`config.mk`:
```
export PLATFORM = sky130hd
export DESIGN_NAME = priority_scanner
export DESIGN_NICKNAME = d
export VERILOG_FILES = /design/src/rtl/priority_scanner_pkg.sv /design/src/rtl/priority_pick.sv /design/src/rtl/priority_scanner.sv
export SDC_FILE = /design/constraint.sdc
export NUM_CORES = 1
export LEC_CHECK = 0
export CORE_UTILIZATION = 59
export DETAILED_ROUTE_END_ITERATION = 6
export PLACE_DENSITY_LB_ADDON = 0.3
export SYNTH_ARGS = -nofsm -noshare
export SYNTH_HDL_FRONTEND = slang
export SYNTH_SLANG_ARGS = --single-unit
export TNS_END_PERCENT = 50
```
`constraint.sdc`:
```
create_clock -name clk_i -period 4 [get_ports clk_i]
set_input_delay 0.4 -clock clk_i [delete_from_list [all_inputs] [get_ports clk_i]]
set_output_delay 0.4 -clock clk_i [all_outputs]
set_load 0.02 [all_outputs]
```
`src/rtl/priority_scanner_pkg.sv`:
```
// rtl/priority_scanner_pkg.sv - shared types for the priority scanner
`timescale 1ns/1ps
package priority_scanner_pkg;

  typedef enum logic {
    ST_IDLE = 1'b0,
    ST_SCAN = 1'b1
  } scan_state_t;

  typedef enum logic {
    LSB_FIRST = 1'b0,
    MSB_FIRST = 1'b1
  } scan_order_t;

  // A beat closes its word when nothing else remains behind it (empty word included).
  function automatic logic beat_is_last(input logic single_bit, input logic empty);
    return single_bit | empty;
  endfunction

endpackage

```
`src/rtl/priority_pick.sv`:
```
// rtl/priority_pick.sv - combinational lowest/highest set-bit picker
`timescale 1ns/1ps
module priority_pick #(
  parameter int WIDTH = 16,
  localparam int IDX_W = $clog2(WIDTH)
) (
  input  logic [WIDTH-1:0] mask,
  input  logic             msb_first,
  output logic [WIDTH-1:0] onehot,
  output logic [IDX_W-1:0] index,
  output logic             single_bit
);

  always_comb begin
    int  pos;
    logic found;
    onehot = '0;
    index  = '0;
    found  = 1'b0;
    pos    = 0;
    // Walk the mask in scan order; the first hit wins.
    for (int i = 0; i < WIDTH; i++) begin
      pos = msb_first ? (WIDTH - 1 - i) : i;
      if (mask[pos] && !found) begin
        onehot[pos] = 1'b1;
        index       = IDX_W'(pos);
        found       = 1'b1;
      end
    end
  end

  assign single_bit = (mask != '0) && ((mask & (mask - WIDTH'(1))) == '0);

endmodule

```
`src/rtl/priority_scanner.sv`:
```
// rtl/priority_scanner.sv - emits set bits of a word one beat at a time
`timescale 1ns/1ps
module priority_scanner
  import priority_scanner_pkg::*;
#(
  parameter int WIDTH = 16,
  localparam int IDX_W = $clog2(WIDTH)
) (
  input  logic             clk_i,
  input  logic             srst_i,
  input  logic [WIDTH-1:0] data_i,
  input  logic             msb_first_i,
  input  logic             data_val_i,
  output logic             data_ready_o,
  output logic [WIDTH-1:0] onehot_o,
  output logic [IDX_W-1:0] index_o,
  output logic             last_o,
  output logic             data_val_o,
  input  logic             ready_i
);

  scan_state_t state, state_n;
  scan_order_t order_q, order_n;
  // rem_q holds the bits still to be emitted after the beat currently on the outputs.
  logic [WIDTH-1:0] rem_q, rem_n;
  logic [WIDTH-1:0] onehot_n;
  logic [IDX_W-1:0] index_n;
  logic             last_n, val_n;

  logic [WIDTH-1:0] pick_mask;
  logic             pick_msb;
  logic [WIDTH-1:0] pick_onehot;
  logic [IDX_W-1:0] pick_index;
  logic             pick_single;

  assign pick_mask = (state == ST_IDLE) ? data_i : rem_q;
  assign pick_msb  = (state == ST_IDLE) ? msb_first_i : (order_q == MSB_FIRST);

  priority_pick #(.WIDTH(WIDTH)) u_pick (
    .mask       (pick_mask),
    .msb_first  (pick_msb),
    .onehot     (pick_onehot),
    .index      (pick_index),
    .single_bit (pick_single)
  );

  assign data_ready_o = (state == ST_IDLE);

  always_comb begin
    state_n  = state;
    order_n  = order_q;
    rem_n    = rem_q;
    onehot_n = onehot_o;
    index_n  = index_o;
    last_n   = last_o;
    val_n    = data_val_o;
    case (state)
      ST_IDLE: begin
        if (data_val_i) begin
          state_n  = ST_SCAN;
          order_n  = scan_order_t'(msb_first_i);
          onehot_n = pick_onehot;
          index_n  = pick_index;
          last_n   = beat_is_last(pick_single, pick_mask == '0);
          rem_n    = data_i & ~pick_onehot;
          val_n    = 1'b1;
        end
      end
      ST_SCAN: begin
        if (data_val_o && ready_i) begin
          if (last_o) begin
            state_n  = ST_IDLE;
            rem_n    = '0;
            onehot_n = '0;
            index_n  = '0;
            last_n   = 1'b0;
            val_n    = 1'b0;
          end else begin
            onehot_n = pick_onehot;
            index_n  = pick_index;
            last_n   = beat_is_last(pick_single, pick_mask == '0);
            rem_n    = rem_q & ~pick_onehot;
          end
        end
      end
      default: state_n = ST_IDLE;
    endcase
  end

  always_ff @(posedge clk_i) begin
    if (srst_i) begin
      state      <= ST_IDLE;
      order_q    <= LSB_FIRST;
      rem_q      <= '0;
      onehot_o   <= '0;
      index_o    <= '0;
      last_o     <= 1'b0;
      data_val_o <= 1'b0;
    end else begin
      state      <= state_n;
      order_q    <= order_n;
      rem_q      <= rem_n;
      onehot_o   <= onehot_n;
      index_o    <= index_n;
      last_o     <= last_n;
      data_val_o <= val_n;
    end
  end

endmodule
```
After elaboration in Yosys (flattened, before gate mapping)
Cells that the tools add are included.
{"block": "word_totals", "ff_bits": 40, "output_inout_bits": 23, "elab_cells": 287}
{"block": "classes", "n_addsub": 1, "order_cmp": 32, "n_eq_ne": 3, "mux": 169, "n_bitwise": 21, "reduce_logical": 54}
{"operator": ">= comparator 32 x 1 -> 1 bit (second input constant)", "count": 16}
{"operator": "< comparator 32 x 6 -> 1 bit (second input constant)", "count": 16}
{"operator": "two-way mux 16 bit", "count": 23}
{"operator": "OR 16 bit", "count": 15}
{"operator": "two-way mux 4 bit", "count": 35}
{"operator": "two-way mux 1 bit", "count": 73}
{"operator": "binary-select mux 1 bit (select 4 bit)", "count": 16}
{"operator": "demux 1 bit (select 4 bit)", "count": 16}
{"operator": "case mux 16 bit (2 select lines)", "count": 2}
{"operator": "AND 16 bit", "count": 3}
{"operator": "logical AND 1 bit", "count": 33}
{"operator": "zero test 16 bit", "count": 2}
{"operator": "inverter 16 bit", "count": 1}
{"operator": "nonzero test 16 bit", "count": 1}
{"operator": "subtractor 16 x 1 -> 16 bit (second input constant)", "count": 1}
{"operator": "zero test 1 bit", "count": 15}
{"operator": "case mux 4 bit (2 select lines)", "count": 1}
{"operator": "case mux 1 bit (2 select lines)", "count": 3}
{"operator": "inequality test 2 bit (second input constant)", "count": 2}
{"operator": "AND reduction 2 bit", "count": 2}
{"operator": "AND reduction 3 bit", "count": 1}
{"operator": "inequality test 2 x 1 -> 1 bit (second input constant)", "count": 1}
{"operator": "inverter 1 bit", "count": 1}
{"operator": "OR 1 bit", "count": 1}

Longest topological paths before layout
Gate-level depths: netlist of run 1.
{"block": "depth", "word_depth": 56, "mapped_depth": 12, "mapped_depth_nobuf": 7}

By module
A second synthesis of run 1 with hierarchy kept.
{"block": "unflattened", "cells_unflattened": 424, "hier_area_um2": 3198.1}
{"mod": "priority_scanner", "instances": 1, "cells_each": 220, "area_per_inst_um2": 1910.6}
{"mod": "priority_pick", "instances": 1, "cells_each": 204, "area_per_inst_um2": 1287.5}

Worst setup path after synthesis of run 1
OpenSTA, ideal clock, no wires.
{"block": "synth_timing", "path_kind": "register to register", "startpoint": "reg state", "endpoint": "reg onehot_o[2]", "arrival_time_ps": 2509, "t_required_ps": 3929, "slack_ps": 1420, "path_stages_with_launch": 8, "path_buffers": 0, "path_cell_list": "dfxtp_1 mux2_2 or3_1 a22o_1 or4_4 a2bb2oi_2 or3_1 a21oi_1"}
{"block": "synth_via", "elab_chain_cells": 54, "elab_cells_between_ends": 230, "classes_between": "32 x order compare; 2 x eq/ne; 133 x mux; 16 x bitwise; 47 x reduce/logical"}
{"item": "start: declaration", "line": "priority_scanner.sv:22", "text": "scan_state_t state, state_n;"}
{"item": "start signal: assignment", "line": "priority_scanner.sv:100", "text": "state <= state_n;"}
{"item": "branches (longest 54 deep; another with >= comparator 32 x 1 -> 1 bit)"}
{"item": "end signal: assignment", "line": "priority_scanner.sv:103", "text": "onehot_o <= onehot_n;"}
{"item": "end: declaration", "line": "priority_scanner.sv:15", "text": "output logic [WIDTH-1:0] onehot_o,"}
Several ways; the timed one is not identified. The select of a mux whose other input is x is not followed.
A chain may end at the register's enable or synchronous reset.

Worst setup path after layout of run 1
{"block": "layout_timing", "startpoint": "reg state", "endpoint": "reg rem_q[1]"}
{"block": "layout_via", "elab_chain_cells": 56, "elab_cells_between_ends": 233, "classes_between": "32 x order compare; 2 x eq/ne; 133 x mux; 19 x bitwise; 47 x reduce/logical"}
{"item": "branches (longest 56 deep; another with >= comparator 32 x 1 -> 1 bit)"}
{"item": "end signal: assignment", "line": "priority_scanner.sv:102", "text": "rem_q <= rem_n;"}
{"item": "end: declaration", "line": "priority_scanner.sv:25", "text": "logic [WIDTH-1:0] rem_q, rem_n;"}
Several ways; the timed one is not identified. The select of a mux whose other input is x is not followed.

==> results of run 1 <==
cells by family (layout without fill, tap and decap cells):
kind of cell	Yosys count	after routing	synth area share
and+or+nand+nor	163	163	0.261
DFF	40	40	0.278
buffers and inverters	27	70	0.0452
adders and majority gates	1	1	0.00348
muxes	24	24	0.0930
AOI/OAI and AO/OA	136	136	0.319
power by group through the flow:
stage,registers [mW],logic (mW),clock network [mW]
finish,0.453,0.384,0.293
detailed placement,0.460,0.367,0
CTS,0.451,0.369,0.294
global placement,0.459,0.362,0
global route,0.455,0.408,0.305
floorplan,0.456,0.237,0
state kept, by name, indices dropped and copies added (netlist names):
signal / count
index_o: 4
rem_q: 16
state: 1
data_val_o: 1
last_o: 1
order_q: 1
onehot_o: 16
final cells by class:
type                    instances  share of cell area
repair buffers                 56               0.151
well taps                      67              0.0240
flip-flops and latches         40               0.230
multi-input cells             324               0.561
clock inverters                 1             0.00215
clock buffers                   7              0.0248
inverters                       6             0.00646
through the flow:
step | cells | utilization | cell area, um^2 | worst slack (ns) | hold WS, ns
floorplan | 391 | - | 2880 | 1.42 | 0.449
global placement | 493 | 0.718 | 3390 | 0.698 | 0.430
detailed placement | 493 | 0.718 | 3390 | 0.672 | 0.446
CTS | 501 | 0.738 | 3490 | 0.726 | 0.458
global route | 501 | 0.738 | 3490 | 0.528 | 0.481
finish | 501 | 0.738 | 3490 | 0.637 | 0.453
layout by cell type (no fill, tap or decap), types with 6 or more instances in the layout:
cell type                         synthesis  routed
sky130_fd_sc_hd__a21oi_1                 31      31
sky130_fd_sc_hd__a22oi_1                 10      10
sky130_fd_sc_hd__a32o_1                   6       6
sky130_fd_sc_hd__buf_4                    0      13
sky130_fd_sc_hd__clkbuf_8                 1       6
sky130_fd_sc_hd__clkdlybuf4s50_1          0      43
sky130_fd_sc_hd__dfxtp_1                 40      39
sky130_fd_sc_hd__inv_1                    6       6
sky130_fd_sc_hd__mux2_2                  13      13
sky130_fd_sc_hd__mux2i_1                  8       8
sky130_fd_sc_hd__nand2_1                 37      37
sky130_fd_sc_hd__nand3_1                 18      18
sky130_fd_sc_hd__nor2_1                  59      59
sky130_fd_sc_hd__nor3_1                  17      17
sky130_fd_sc_hd__o21ai_0                 30      30
sky130_fd_sc_hd__o31ai_1                  6       6
metal layers:
layer / up-vias / wire length, um
met1: 1603 / 4230
met2: 271 / 4430
met3: 40 / 1230
li1: 1567 / -
met4: 0 / 404
met5: - / 0
how the worst max path moves through the flow:
stage,slack (ns),endpoint,from
after floorplan,1.42,onehot_o[2],state
after global routing,0.53,rem_q[1],state
after detailed placement,0.67,rem_q[1],msb_first_i
after global placement,0.70,rem_q[1],msb_first_i
after CTS,0.73,rem_q[1],state
final,0.64,rem_q[1],state
critical path, cell delays in order, from the launching register on:
cell,delay [ns]
sky130_fd_sc_hd__dfxtp_2,0.80
sky130_fd_sc_hd__mux2i_1,0.48
sky130_fd_sc_hd__buf_4,0.34
sky130_fd_sc_hd__nand3_1,0.13
sky130_fd_sc_hd__a22o_1,0.29
sky130_fd_sc_hd__or4_4,0.53
sky130_fd_sc_hd__nor2_1,0.24
sky130_fd_sc_hd__o21ai_0,0.16
sky130_fd_sc_hd__a32o_1,0.27
==> out/results.tsv, run 1 <==
stage	metric	value	unit
setup_path	worst_r2r_path_depth	8	
pwr	total_power	1.13	mW
min_path	hold_path.class	reg2reg	
cts	cts_htree_levels	2	
global_routing	met3_usage	0.0633	
final_layout	seqCellArea	802	um^2
pwr	power_report.internal_total	0.706	mW
cts	insertion_delay	0.30	ns
setup_path	cp_required	4.20	ns
timing	hold_violations	0	
route	drt-vias-per-instance	6.95	
min_path	timing.hold.worst_endpoint	onehot_o[11]	
synth	synth_enable_flop_cells	0	
pwr	static-leakage-power	1.21	nW
setup_path	critical_path_arrival	3.56	ns
cts	clock_tree.buffer_depth	2	
timing	finalCritPeriodShare	0.841	
die	core_area	0.00472	mm^2
synth	ys_top_cells_by_area	sky130_fd_sc_hd__dfxtp_1, sky130_fd_sc_hd__nor2_1, sky130_fd_sc_hd__a21oi_1	
synth	mappedNetlistArea	0.00288	mm^2
timing	worst_pin_slew	0.782	ns
setup_path	endpoint_kind	flop	
synth	synth_ff_type	sky130_fd_sc_hd__dfxtp_1	
timing	min_period	3.36	ns
die	rows	25	
synth	postSynth.asyncResetShare	0	
route	detail_route.wirelength	10.3	mm
route	antenna_violating_nets_post_route	0	
setup_path	reg2reg_launch_point	state	
cts	clk_transition_reported_paths	0.09	ns
setup_path	regToRegSetupSlack	0.64	ns
timing	max-slew-margin-rel	0.479	
pwr	irDropWorstVdd	0.000225	V
placed_design	gp_routability_congestion	1.06	
synth	syn-num-nets	412	
setup_path	maximum_fanout_along_the_worst_path	31	
cts	clock-sinks	40	
pwr	combinationalPowerShare	0.340	
synth	synth_seq_area_share	0.278	
final_layout	post_route_cells_drive_above_1_share	0.0991	
synth	synthesis.yosys.warnings	0	
pwr	net-switching-power	0.423	mW
timing	highest_attainable_clock_frequency	297	MHz
route	dr.pass1.iters	5	
die	io_pins	44	
cts	ctsHoldBuffers	0	
global_routing	grt_overflow_total	0	
min_path	hold_path_depth	2	
placed_design	detailedPlacementHpwl	7.51	mm
global_routing	grt_pass1_wl	15.9	mm
global_routing	use_met1	0.553	
cts	post_cts.repair.setup_buffers	0	
cts	cts_root_buf	sky130_fd_sc_hd__clkbuf_8	
final_layout	multiInputGateArea	0.00196	mm^2
global_routing	grt_pass1_vias	3154	
setup_path	reg2reg_capture_point	rem_q[1]	
final_layout	num-fill-cells	402	
global_routing	grt_most_used_layer	met2	
synth	yosysTopAreaCell	sky130_fd_sc_hd__dfxtp_1	
final_layout	antenna-diode-count	0	
setup_path	crit_path_start_kind	flop	
synth	synth.top_cells.by_count	sky130_fd_sc_hd__nor2_1, sky130_fd_sc_hd__dfxtp_1, sky130_fd_sc_hd__nand2_1	
cts	tritoncts	done	
pwr	pwr-share-clk	0.259	
die	floorplan.die_area	0.00517	mm^2
run_status	outcome	complete, no violations	
synth	synth_cells	391	
die	initial_core_utilization	0.610	
global_routing	met2_usage	0.613	
min_path	min_from	onehot_o[11]	
cts	cts_inserted_buffers	5	
synth	synth_cell_types	58	
pwr	power_switching_share	0.375	
timing	timing.final.setup_violations	0	
die	die_width	71.9	um
timing	final_slew_violations	0	
placed_design	numPortBuffers	43	
synth	synth_most_common_cell	sky130_fd_sc_hd__nor2_1	
route	drt_iter0_markers	471	
synth	synth_area_per_cell	7.37	um^2
global_routing	antenna_found_initial	0	
synth	synth_largest_type_area_fraction	0.278	
timing	fin_worst_skew	0.00866	ns
global_routing	grt_use_total	0.407	
route	avgRoutedWirePerCell	20.6	um
route	dr_total_vias	3481	
cts	cts.repair.resized	0	
final_layout	syn2layout_area_growth	21.0	%
timing	final_sum_of_negative_setup_slack	0	ns
flow_run	cap_viol_max_count	0	
die	die-height	71.9	um
setup_path	worst-setup-path-type	reg2reg	
pwr	power.density	324	mW/mm^2
route	drc	0	
pwr	seq_power_share	0.401	
timing	setup_repair_after_global_routing_missed_its_margin	false	
global_routing	grt_max_degree	34	
synth	yosys_reg_bits	40	
final_layout	fin_nets	454	
No activity file was read; power rests on OpenSTA's default activity.
==> run 2: changes to the inputs <==
- CORE_UTILIZATION: 59 -> 49
- clock period: 4 -> 2.8 ns (I/O delays scaled with it)
==> out/results.tsv, run 2 (synthesis gave the netlist of run 1 again) <==
stage	metric	value	unit	change
route	dr_total_vias	3736		+7.3%
global_routing	grt_pass1_vias	3628		+15%
flow_run	cap_viol_max_count	0		unchanged
cts	insertion_delay	0.31	ns	about the same
timing	fin_worst_skew	0.0106	ns	+0.00196 ns
placed_design	numPortBuffers	43		unchanged
setup_path	worst_r2r_path_depth	8		unchanged
global_routing	grt_pass1_wl	17.9	mm	+13%
cts	cts_htree_levels	2		unchanged
final_layout	seqCellArea	805	um^2	+0.31%
timing	layout_setup_ws	0.0951	ns	-0.542 ns
final_layout	stdcell_area	0.00405	mm^2	+16%
route	drc	0		unchanged
final_layout	multiInputGateArea	0.00200	mm^2	+2.4%
global_routing	grt_overflow_total	0		unchanged
run_status	outcome	complete, no violations		
global_routing	grt_use_total	0.390		-0.0167
timing	final_slew_violations	0		unchanged
die	core_area	0.00557	mm^2	+18%
route	avgRoutedWirePerCell	20.5	um	-0.40%
pwr	total_power	1.73	mW	+53%
setup_path	cp_required	3.04	ns	-1.16 ns
route	detail_route.wirelength	11.7	mm	+13%
route	drt_iter0_markers	354		-25%
final_layout	fin_nets	518		+14%
cts	ctsHoldBuffers	0		unchanged
setup_path	maximum_fanout_along_the_worst_path	14		-55%
final_layout	antenna-diode-count	0		unchanged
pwr	power.density	427	mW/mm^2	+32%
global_routing	grt_max_degree	28		-18%
timing	finalCritPeriodShare	0.966		+0.125
cts	cts_root_buf	sky130_fd_sc_hd__clkbuf_8		
cts	clk_transition_reported_paths	0.08	ns	about the same
min_path	hold_path.class	reg2reg		
die	die-height	78.7	um	+9.5%
setup_path	timing.critical_path.max_delay_family	simple AND/OR/NAND/NOR gates		
min_path	hold_path_depth	2		unchanged
cts	clock-sinks	40		unchanged
placed_design	gp_routability_congestion	1.00		-5.6%
setup_path	critical_path_arrival	2.94	ns	-0.62 ns
die	floorplan.die_area	0.00619	mm^2	+20%
die	rows	27		+8.0%
timing	highest_attainable_clock_frequency	370	MHz	+24%
placed_design	dp_cells	560		+14%
cts	tritoncts	done		
final_layout	post_route_cells_drive_above_1_share	0.229		+0.130
setup_path	reg2reg_launch_point	state		
setup_path	crit_path_start_kind	flop		
setup_path	reg2reg_capture_point	onehot_o[2]		
placed_design	pre_cts_ws	-0.0827	ns	-0.755 ns
final_layout	layout.cells.most_common	sky130_fd_sc_hd__buf_4		
final_layout	syn2layout_area_growth	40.7	%	
timing	max-slew-margin-rel	0.519		+0.0400
min_path	min_from	onehot_o[7]		
die	initial_core_utilization	0.517		-0.0931
cts	clock_tree.buffer_depth	2		unchanged
die	die_width	78.7	um	+9.5%
timing	worst_pin_slew	0.722	ns	-0.0600 ns
setup_path	crit_path_cell_trace	buf_12 -> mux2_2 -> or3_4 -> a22o_1 -> or4_4 -> a2bb2oi_2 -> or3_1 -> a21oi_1		
timing	min_period	2.70	ns	-0.658 ns
timing	timing.final.setup_violations	0		unchanged
final_layout	finish.cell_count_without_fillers	570		+14%
setup_path	endpoint_kind	flop		
route	antenna_violating_nets_post_route	0		unchanged
cts	cts_inserted_buffers	5		unchanged
final_layout	num-fill-cells	436		+8.5%
setup_path	worst-setup-path-type	reg2reg		
timing	final_sum_of_negative_setup_slack	0	ns	unchanged
timing	setup_repair_after_global_routing_missed_its_margin	false		
die	io_pins	44		unchanged
placed_design	detailedPlacementHpwl	9.16	mm	+22%
final_layout	layout_common_cells	sky130_fd_sc_hd__buf_4, sky130_fd_sc_hd__nor2_1, sky130_fd_sc_hd__clkdlybuf4s50_1, sky130_fd_sc_hd__dfxtp_1, sky130_fd_sc_hd__nand2_1		
route	drt-vias-per-instance	6.55		-5.7%
min_path	timing.hold.worst_endpoint	onehot_o[7]		
final_layout	reg_top3	onehot_o: 16 flops, rem_q: 16 flops, index_o: 4 flops		
pwr	static-leakage-power	1.53	nW	+27%
pwr	irDropWorstVdd	0.000239	V	+6.0%
setup_path	crit_slowest_cell	sky130_fd_sc_hd__or4_4		
setup_path	critPathBufInv	1		unchanged
setup_path	regToRegSetupSlack	0.1	ns	-0.54 ns
timing	hold_violations	0		unchanged
route	dr.pass1.iters	6		+1
setup_path	cp_slowest_stage_delay	0.51	ns	-0.29 ns
placed_design	placedInstanceArea	0.00388	mm^2	+14%
global_routing	antenna_found_initial	0		unchanged
-- run 2: timing repair --
item | 4_1_cts | 5_1_grt
gates cloned | 0 | 1
gates resized for setup | 1 | 10
pin swaps | 0 | 1
endpoints found under the setup margin | 1 | 22
setup buffers | 0 | 1
-- run 2: area by class of cell --
class	count	area share
Multi-Input combinational cell	324	0.494
Timing Repair Buffer	120	0.257
Sequential cell	40	0.199
Clock buffer	8	0.0222
Tap cell	72	0.0222
Inverter	6	0.00556
-- run 2: worst max path at each step --
| stage | from | end | cells past startpoint |
|---|---|---|---|
| 2_1_floorplan | state | onehot_o[2] | 7 |
| 3_3_place_gp | msb_first_i | onehot_o[2] | 8 |
| 3_5_place_dp | data_i[11] | rem_q[1] | 8 |
| 4_1_cts | state | onehot_o[2] | 8 |
| 5_1_grt | state | onehot_o[2] | 8 |
| 6_report | state | onehot_o[2] | 8 |
-- run 2: power breakdown --
group | leakage, nW | switching, mW | internal [mW]
sequential | 0.327 | 0.0361 | 0.600
combinational | 1.16 | 0.384 | 0.298
clock | 0.0455 | 0.212 | 0.201
-- run 2: worst reg2reg max path: cells and delay by family (launching register included) --
kind / cells / cell delay [ns]
compound gates: 3 / 0.54
buf+inv: 1 / 0.14
flops: 1 / 0.37
mux: 1 / 0.35
simple gates: 3 / 1.24
-- run 2: through the flow --
step,hold slack [ns],utilization
after global placement,0.430,0.695
final,0.460,0.727
after CTS,0.461,0.712
after detailed placement,0.454,0.695
after floorplan,0.410,-
after global routing,0.495,0.727
-- run 2: layer usage --
metal	routed length, um	track usage	share of wire	vias up
met5	0	0	0	-
met4	440	0.202	0.038	0
met3	990	0.0651	0.085	45
met2	5480	0.647	0.47	221
met1	4760	0.481	0.41	1772
li1	-	-	-	1698
==> run 3: changes to the inputs <==
- CORE_MARGIN: not set -> 4
==> out/results.tsv, run 3 (synthesis gave the netlist of run 1 again) <==
stage	metric	value	unit	change
timing	worst_pin_slew	0.666	ns	-0.0561 ns
cts	clock-sinks	40		unchanged
route	drt_iter0_markers	346		-2.3%
min_path	timing.hold.worst_endpoint	onehot_o[14]		
global_routing	grt_max_degree	33		+18%
timing	hold_violations	0		unchanged
min_path	min_from	onehot_o[14]		
final_layout	post_route_cells_drive_above_1_share	0.226		-0.00337
global_routing	grt_use_total	0.320		-0.0697
timing	highest_attainable_clock_frequency	363	MHz	-1.7%
pwr	power_report.internal_total	1.07	mW	-2.7%
final_layout	layout.cells.most_common	sky130_fd_sc_hd__buf_4		
cts	cts_inserted_buffers	5		unchanged
route	routedLengthMet1	4.98	mm	+4.8%
setup_path	critical_path_arrival	2.98	ns	+0.04 ns
setup_path	reg2reg_launch_point	state		
final_layout	finish.cell_count_without_fillers	573		+0.53%
final_layout	syn2layout_area_growth	39.6	%	
setup_path	cp_slowest_stage_delay	0.52	ns	about the same
pwr	irDropWorstVdd	0.000224	V	-6.2%
die	die_width	84.7	um	+7.6%
min_path	hold_path.class	reg2reg		
placed_design	numPortBuffers	43		unchanged
pwr	combinationalPowerShare	0.402		+0.008
setup_path	maximum_fanout_along_the_worst_path	9		-5
flow_run	cap_viol_max_count	0		unchanged
pwr	net-switching-power	0.628	mW	-0.71%
global_routing	antenna_found_initial	0		unchanged
placed_design	dp_cells	562		+0.36%
route	detail_route.wirelength	11.7	mm	+0.33%
die	core_area	0.00561	mm^2	+0.61%
timing	setup_repair_after_global_routing_missed_its_margin	true		
route	dr.pass1.iters	7		+1
final_layout	reg_top3	onehot_o: 16 flops, rem_q: 16 flops, index_o: 4 flops		
final_layout	layout_common_cells	sky130_fd_sc_hd__buf_4, sky130_fd_sc_hd__nor2_1, sky130_fd_sc_hd__clkdlybuf4s50_1, sky130_fd_sc_hd__dfxtp_1, sky130_fd_sc_hd__nand2_1		
pwr	pwr-share-clk	0.224		-0.015
cts	tritoncts	done		
cts	clk_transition_reported_paths	0.08	ns	about the same
global_routing	grt_pass1_vias	3512		-3.2%
timing	max-slew-margin-rel	0.555		+0.0358
die	floorplan.die_area	0.00717	mm^2	+16%
cts	cts_root_buf	sky130_fd_sc_hd__clkbuf_8		
die	io_pins	44		unchanged
die	die-height	84.7	um	+7.6%
timing	final_slew_violations	0		unchanged
placed_design	detailedPlacementHpwl	8.96	mm	-2.3%
final_layout	antenna-diode-count	0		unchanged
pwr	seq_power_share	0.374		+0.007
timing	min_period	2.75	ns	+0.0470 ns
route	drc	4		+4
pwr	power_switching_share	0.370		+0.00460
route	top_layer	met4		
global_routing	grt_pass1_wl	18.3	mm	+1.9%
route	antenna_violating_nets_post_route	0		unchanged
route	drt-vias-per-instance	6.43		-1.9%
setup_path	cp_required	3.03	ns	about the same
setup_path	critPathBufInv	1		unchanged
timing	timing.final.setup_violations	0		unchanged
cts	ctsHoldBuffers	0		unchanged
cts	cts_htree_levels	2		unchanged
setup_path	crit_path_start_kind	flop		
setup_path	timing.critical_path.max_delay_family	simple AND/OR/NAND/NOR gates		
setup_path	endpoint_kind	flop		
cts	clock_tree.buffer_depth	2		unchanged
timing	fin_worst_skew	0.00704	ns	-0.00359 ns
setup_path	worst_r2r_path_depth	8		unchanged
global_routing	grt_overflow_total	0		unchanged
final_layout	layout.core_utilization	0.717		-0.00973
run_status	violations	DRC		
die	rows	27		unchanged
cts	insertion_delay	0.29	ns	-0.02 ns
placed_design	gp_routability_congestion	1.05		+4.3%
die	initial_core_utilization	0.514		-0.00311
route	met3WireLength	969	um	-2.1%
setup_path	regToRegSetupSlack	0.05	ns	-0.05 ns
route	dr_total_vias	3685		-1.4%
pwr	static-leakage-power	1.54	nW	+0.34%
setup_path	reg2reg_capture_point	onehot_o[2]		
route	avgRoutedWirePerCell	20.4	um	-0.19%
setup_path	crit_slowest_cell	sky130_fd_sc_hd__or4_4		
setup_path	worst-setup-path-type	reg2reg		
pwr	power.density	422	mW/mm^2	-1.2%
final_layout	fin_nets	522		+0.77%
setup_path	crit_path_cell_trace	buf_12 -> mux2_2 -> or3_1 -> a22o_1 -> or4_4 -> a2bb2oi_2 -> or3_1 -> a21oi_1		
run_status	outcome	complete, but fails checks		
setup_path	critical_path.most_common_cell	sky130_fd_sc_hd__or3_1		
route	route.met2.wl	5.44	mm	-0.82%
timing	finalCritPeriodShare	0.983		+0.0168
min_path	hold_path_depth	2		unchanged
run 3: final cells by class:
cell class | instances | area [um^2]
Inverter | 6 | 22.5
Tap cell | 72 | 90.1
Fill cell | 477 | 1590
Clock buffer | 6 | 72.6
Timing Repair Buffer | 124 | 1060
Sequential cell | 40 | 802
Clock inverter | 1 | 5.00
Multi-Input combinational cell | 324 | 1970
run 3: worst reg2reg max path, delay by kind of cell (launching register included):
kind,cells,cell delay (ns)
AO/OA/AOI/OAI,3,0.57
buffers and inverters,1,0.14
flip-flops,1,0.37
AND/OR/NAND/NOR,3,1.26
multiplexers,1,0.35
run 3: what timing repair did:
| item | in CTS | in global routing |
|---|---|---|
| buffers inserted | 0 | 4 |
| setup endpoints to repair | 0 | 10 |
| gates resized for setup | 0 | 3 |
run 3: power by group through the flow:
stage / Sequential [mW] / Clock [mW] / Combinational, mW
floorplan: 0.652 / 0 / 0.338
global placement: 0.644 / 0 / 0.641
detailed placement: 0.646 / 0 / 0.646
CTS: 0.633 / 0.386 / 0.650
global route: 0.639 / 0.410 / 0.726
finish: 0.636 / 0.381 / 0.682
run 3: metrics by stage:
stage | TNS [ns] | hold slack [ns] | power (mW) | setup slack, ns | instance area [um^2]
2_1_floorplan | 0 | 0.410 | 0.990 | 0.220 | 2880
3_3_place_gp | -0.255 | 0.430 | 1.28 | -0.0748 | 3890
3_5_place_dp | -0.394 | 0.450 | 1.29 | -0.132 | 3890
4_1_cts | 0 | 0.461 | 1.67 | 0.00452 | 3970
5_1_grt | -0.0108 | 0.480 | 1.78 | -0.00632 | 4020
6_report | 0 | 0.459 | 1.70 | 0.0481 | 4020
run 3: worst max-delay path by stage:
| stage | endpoint | cells after the start | slack [ns] | from |
|---|---|---|---|---|
| 5_1_grt | rem_q[1] | 8 | -0.006 | state |
| 6_report | onehot_o[2] | 8 | 0.05 | state |
| 3_3_place_gp | onehot_o[2] | 9 | -0.07 | msb_first_i |
| 2_1_floorplan | onehot_o[2] | 7 | 0.22 | state |
| 3_5_place_dp | rem_q[1] | 9 | -0.13 | msb_first_i |
| 4_1_cts | rem_q[1] | 8 | 0.005 | state |
run 3: metal layers:
layer	GRT usage	vias up
met5	0	-
met4	0.0849	0
met3	0.0510	38
met2	0.535	225
met1	0.429	1718
li1	-	1704
==> RTL edit, RTL diff (config.mk and constraints of run 1) <==
Make the reset (`srst_i`) asynchronous in one clocked block.
--- a/src/rtl/priority_scanner.sv
+++ b/src/rtl/priority_scanner.sv
@@ -87,7 +87,7 @@
     endcase
   end
 
-  always_ff @(posedge clk_i) begin
+  always_ff @(posedge clk_i or posedge srst_i) begin
     if (srst_i) begin
       state      <= ST_IDLE;
       order_q    <= LSB_FIRST;
Function: differs if srst_i is asserted again (counterexample within 4 cycles, from zero or initial values and one cycle with srst_i high); with srst_i held inactive, the same outputs for 4 cycles.
==> RTL edit against run 1 <==
  * The flow now finishes with violations (DRC)
  * Worst setup slack got worse by 0.20 ns
  * Synthesized cell count fell by 19%
  * Utilization rose by 4.5 points
  * Routed wire length fell by 8.6%
  * Sequential cell count did not move
  * Area after synthesis fell by 1.7%
  * Design area rose by 0.47%
  * Highest routed layer unchanged
Power is not compared: it rests on default switching activity, and its combinational part moved more than twofold at a synthesized area within 25%.
==> RTL edit: results (changes against run 1) <==
first_pass_iters: 7  # +2
wl_met1_mm: 3.76  # -11%
hold_end: "onehot_o[0]$_DFFE_PP0P_"
core.rowCount: 24  # -4.0%
hold_ws_ns: 0.482  # +0.0280 ns
dp_slack_ns: 0.600  # -0.0720 ns
track_usage: 0.381  # -0.0253
drive_gt1_frac: 0.146  # +0.0465
dp_hpwl_mm: 6.72  # -11%
cp_max_fo: 18  # -42%
timing.rr.start: "state$_DFF_PP0_"
buffers: 55  # -1.8%
multi_input_comb_cells: 257  # -21%
worstReg2RegEnd: "rem_q[3]$_DFFE_PP0P_"
grt_use_met2: 0.597  # -0.0164
final_nets: 384  # -15%
n_all_inverters: 4  # -2
cp_top_family: "compound AO/OA/AOI/OAI gates"
worst_pin_slew_ns: 1.03  # +0.245 ns
final-clk-cell-share: 0.0454  # +0.0185
grt_pass1_wl_mm: 14.6  # -8.0%
buf_share: 0.149  # -0.00285
grt_max_degree: 41  # +21%
min_from: "onehot_o[0]$_DFFE_PP0P_"
failed_checks: "DRC"
syn_nets: 338  # -18%
stdcell_area_um2: 3500  # +0.47%
viasPerCell: 7.22  # +3.9%
grtUsageMet3: 0.0942  # +0.0309
wl_per_cell_um: 22.6  # +10%
yosys.area_share.adder: 0.00398  # +0.000500
drc: 2  # +2
finClkSkew_ns: 0.00748  # -0.00118 ns
wl_met3_um: 979  # -20%
netlist_top_cells_count: "nand2_1, dfrtp_1, nor2_1"
p_leak_nw: 1.39
cpMaxStageDelayCell: "o31ai_1"
syn-instance-count: 317  # -19%
place_area_um2: 3340  # -1.4%
use_met1: 0.500  # -0.0526
muxShareOfSynthArea: 0.102  # +0.00951
gp_congestion: 1.01  # -5.1%
r2r_slack_ns: 0.44  # -0.20 ns
synth-compound-area-share: 0.305  # -0.0145
synth_area_leaders: "dfrtp_1, nand2_1, mux2_2"
fillerInstances: 319  # -21%
clock_buffer_count: 5  # -2
grt_pass1_vias: 2848  # -9.7%
r2r_cells: 7  # -1
regArea_um2: 1000  # +25%
postRouteWirelength_mm: 9.41  # -8.6%
multi_input_area_share: 0.497  # -0.0637
seq_area_frac_synth: 0.353  # +0.0753
status: "finished with violations"
met2_length_mm: 4.26  # -3.9%
synthDistinctLibCells: 64  # +10%
## RTL edit: cell count changes in the layout (fill, tap and decap cells not counted), sizes merged, moves of 5 or more
cell,run 1,this run
dfxtp,40,0
nand3,18,13
a22oi,10,1
o22ai,5,0
a21o,4,9
a21oi,31,13
o21ai,30,20
a22o,1,9
dfrtp,0,40
nor2,59,21
## RTL edit: tightest hold or removal path: stages (launching register included)
cell and delay (ns):
dfrtp_1 0.35, nand2_1 0.05, o31ai_1 0.05
## RTL edit: how the worst max path moves through the flow
| stage | start | endpoint | slack (ns) | cells past startpoint |
|---|---|---|---|---|
| 2_1_floorplan | state$_DFF_PP0_ | index_o[3]$_DFFE_PP0P_ | 1.75 | 9 |
| 3_3_place_gp | state$_DFF_PP0_ | rem_q[3]$_DFFE_PP0P_ | 0.67 | 7 |
| 3_5_place_dp | state$_DFF_PP0_ | rem_q[3]$_DFFE_PP0P_ | 0.60 | 7 |
| 4_1_cts | state$_DFF_PP0_ | rem_q[3]$_DFFE_PP0P_ | 0.58 | 7 |
| 5_1_grt | state$_DFF_PP0_ | index_o[3]$_DFFE_PP0P_ | 0.39 | 7 |
| 6_report | state$_DFF_PP0_ | rem_q[3]$_DFFE_PP0P_ | 0.44 | 7 |
## RTL edit: power groups by stage
stage	logic, mW	clock network [mW]	registers [mW]
3_5_place_dp	0.829	0	0.623
2_1_floorplan	0.520	0	0.632
5_1_grt	0.911	0.478	0.632
6_report	0.862	0.465	0.625
4_1_cts	0.834	0.467	0.617
3_3_place_gp	0.821	0	0.618
## RTL edit: kinds of logic (layout without fill, tap and decap cells)
family / Yosys count / after routing
compound gates: 114 / 114
simple gates: 116 / 116
mux: 26 / 26
flops: 40 / 40
fa+ha+maj: 1 / 1
buf+inv: 20 / 67
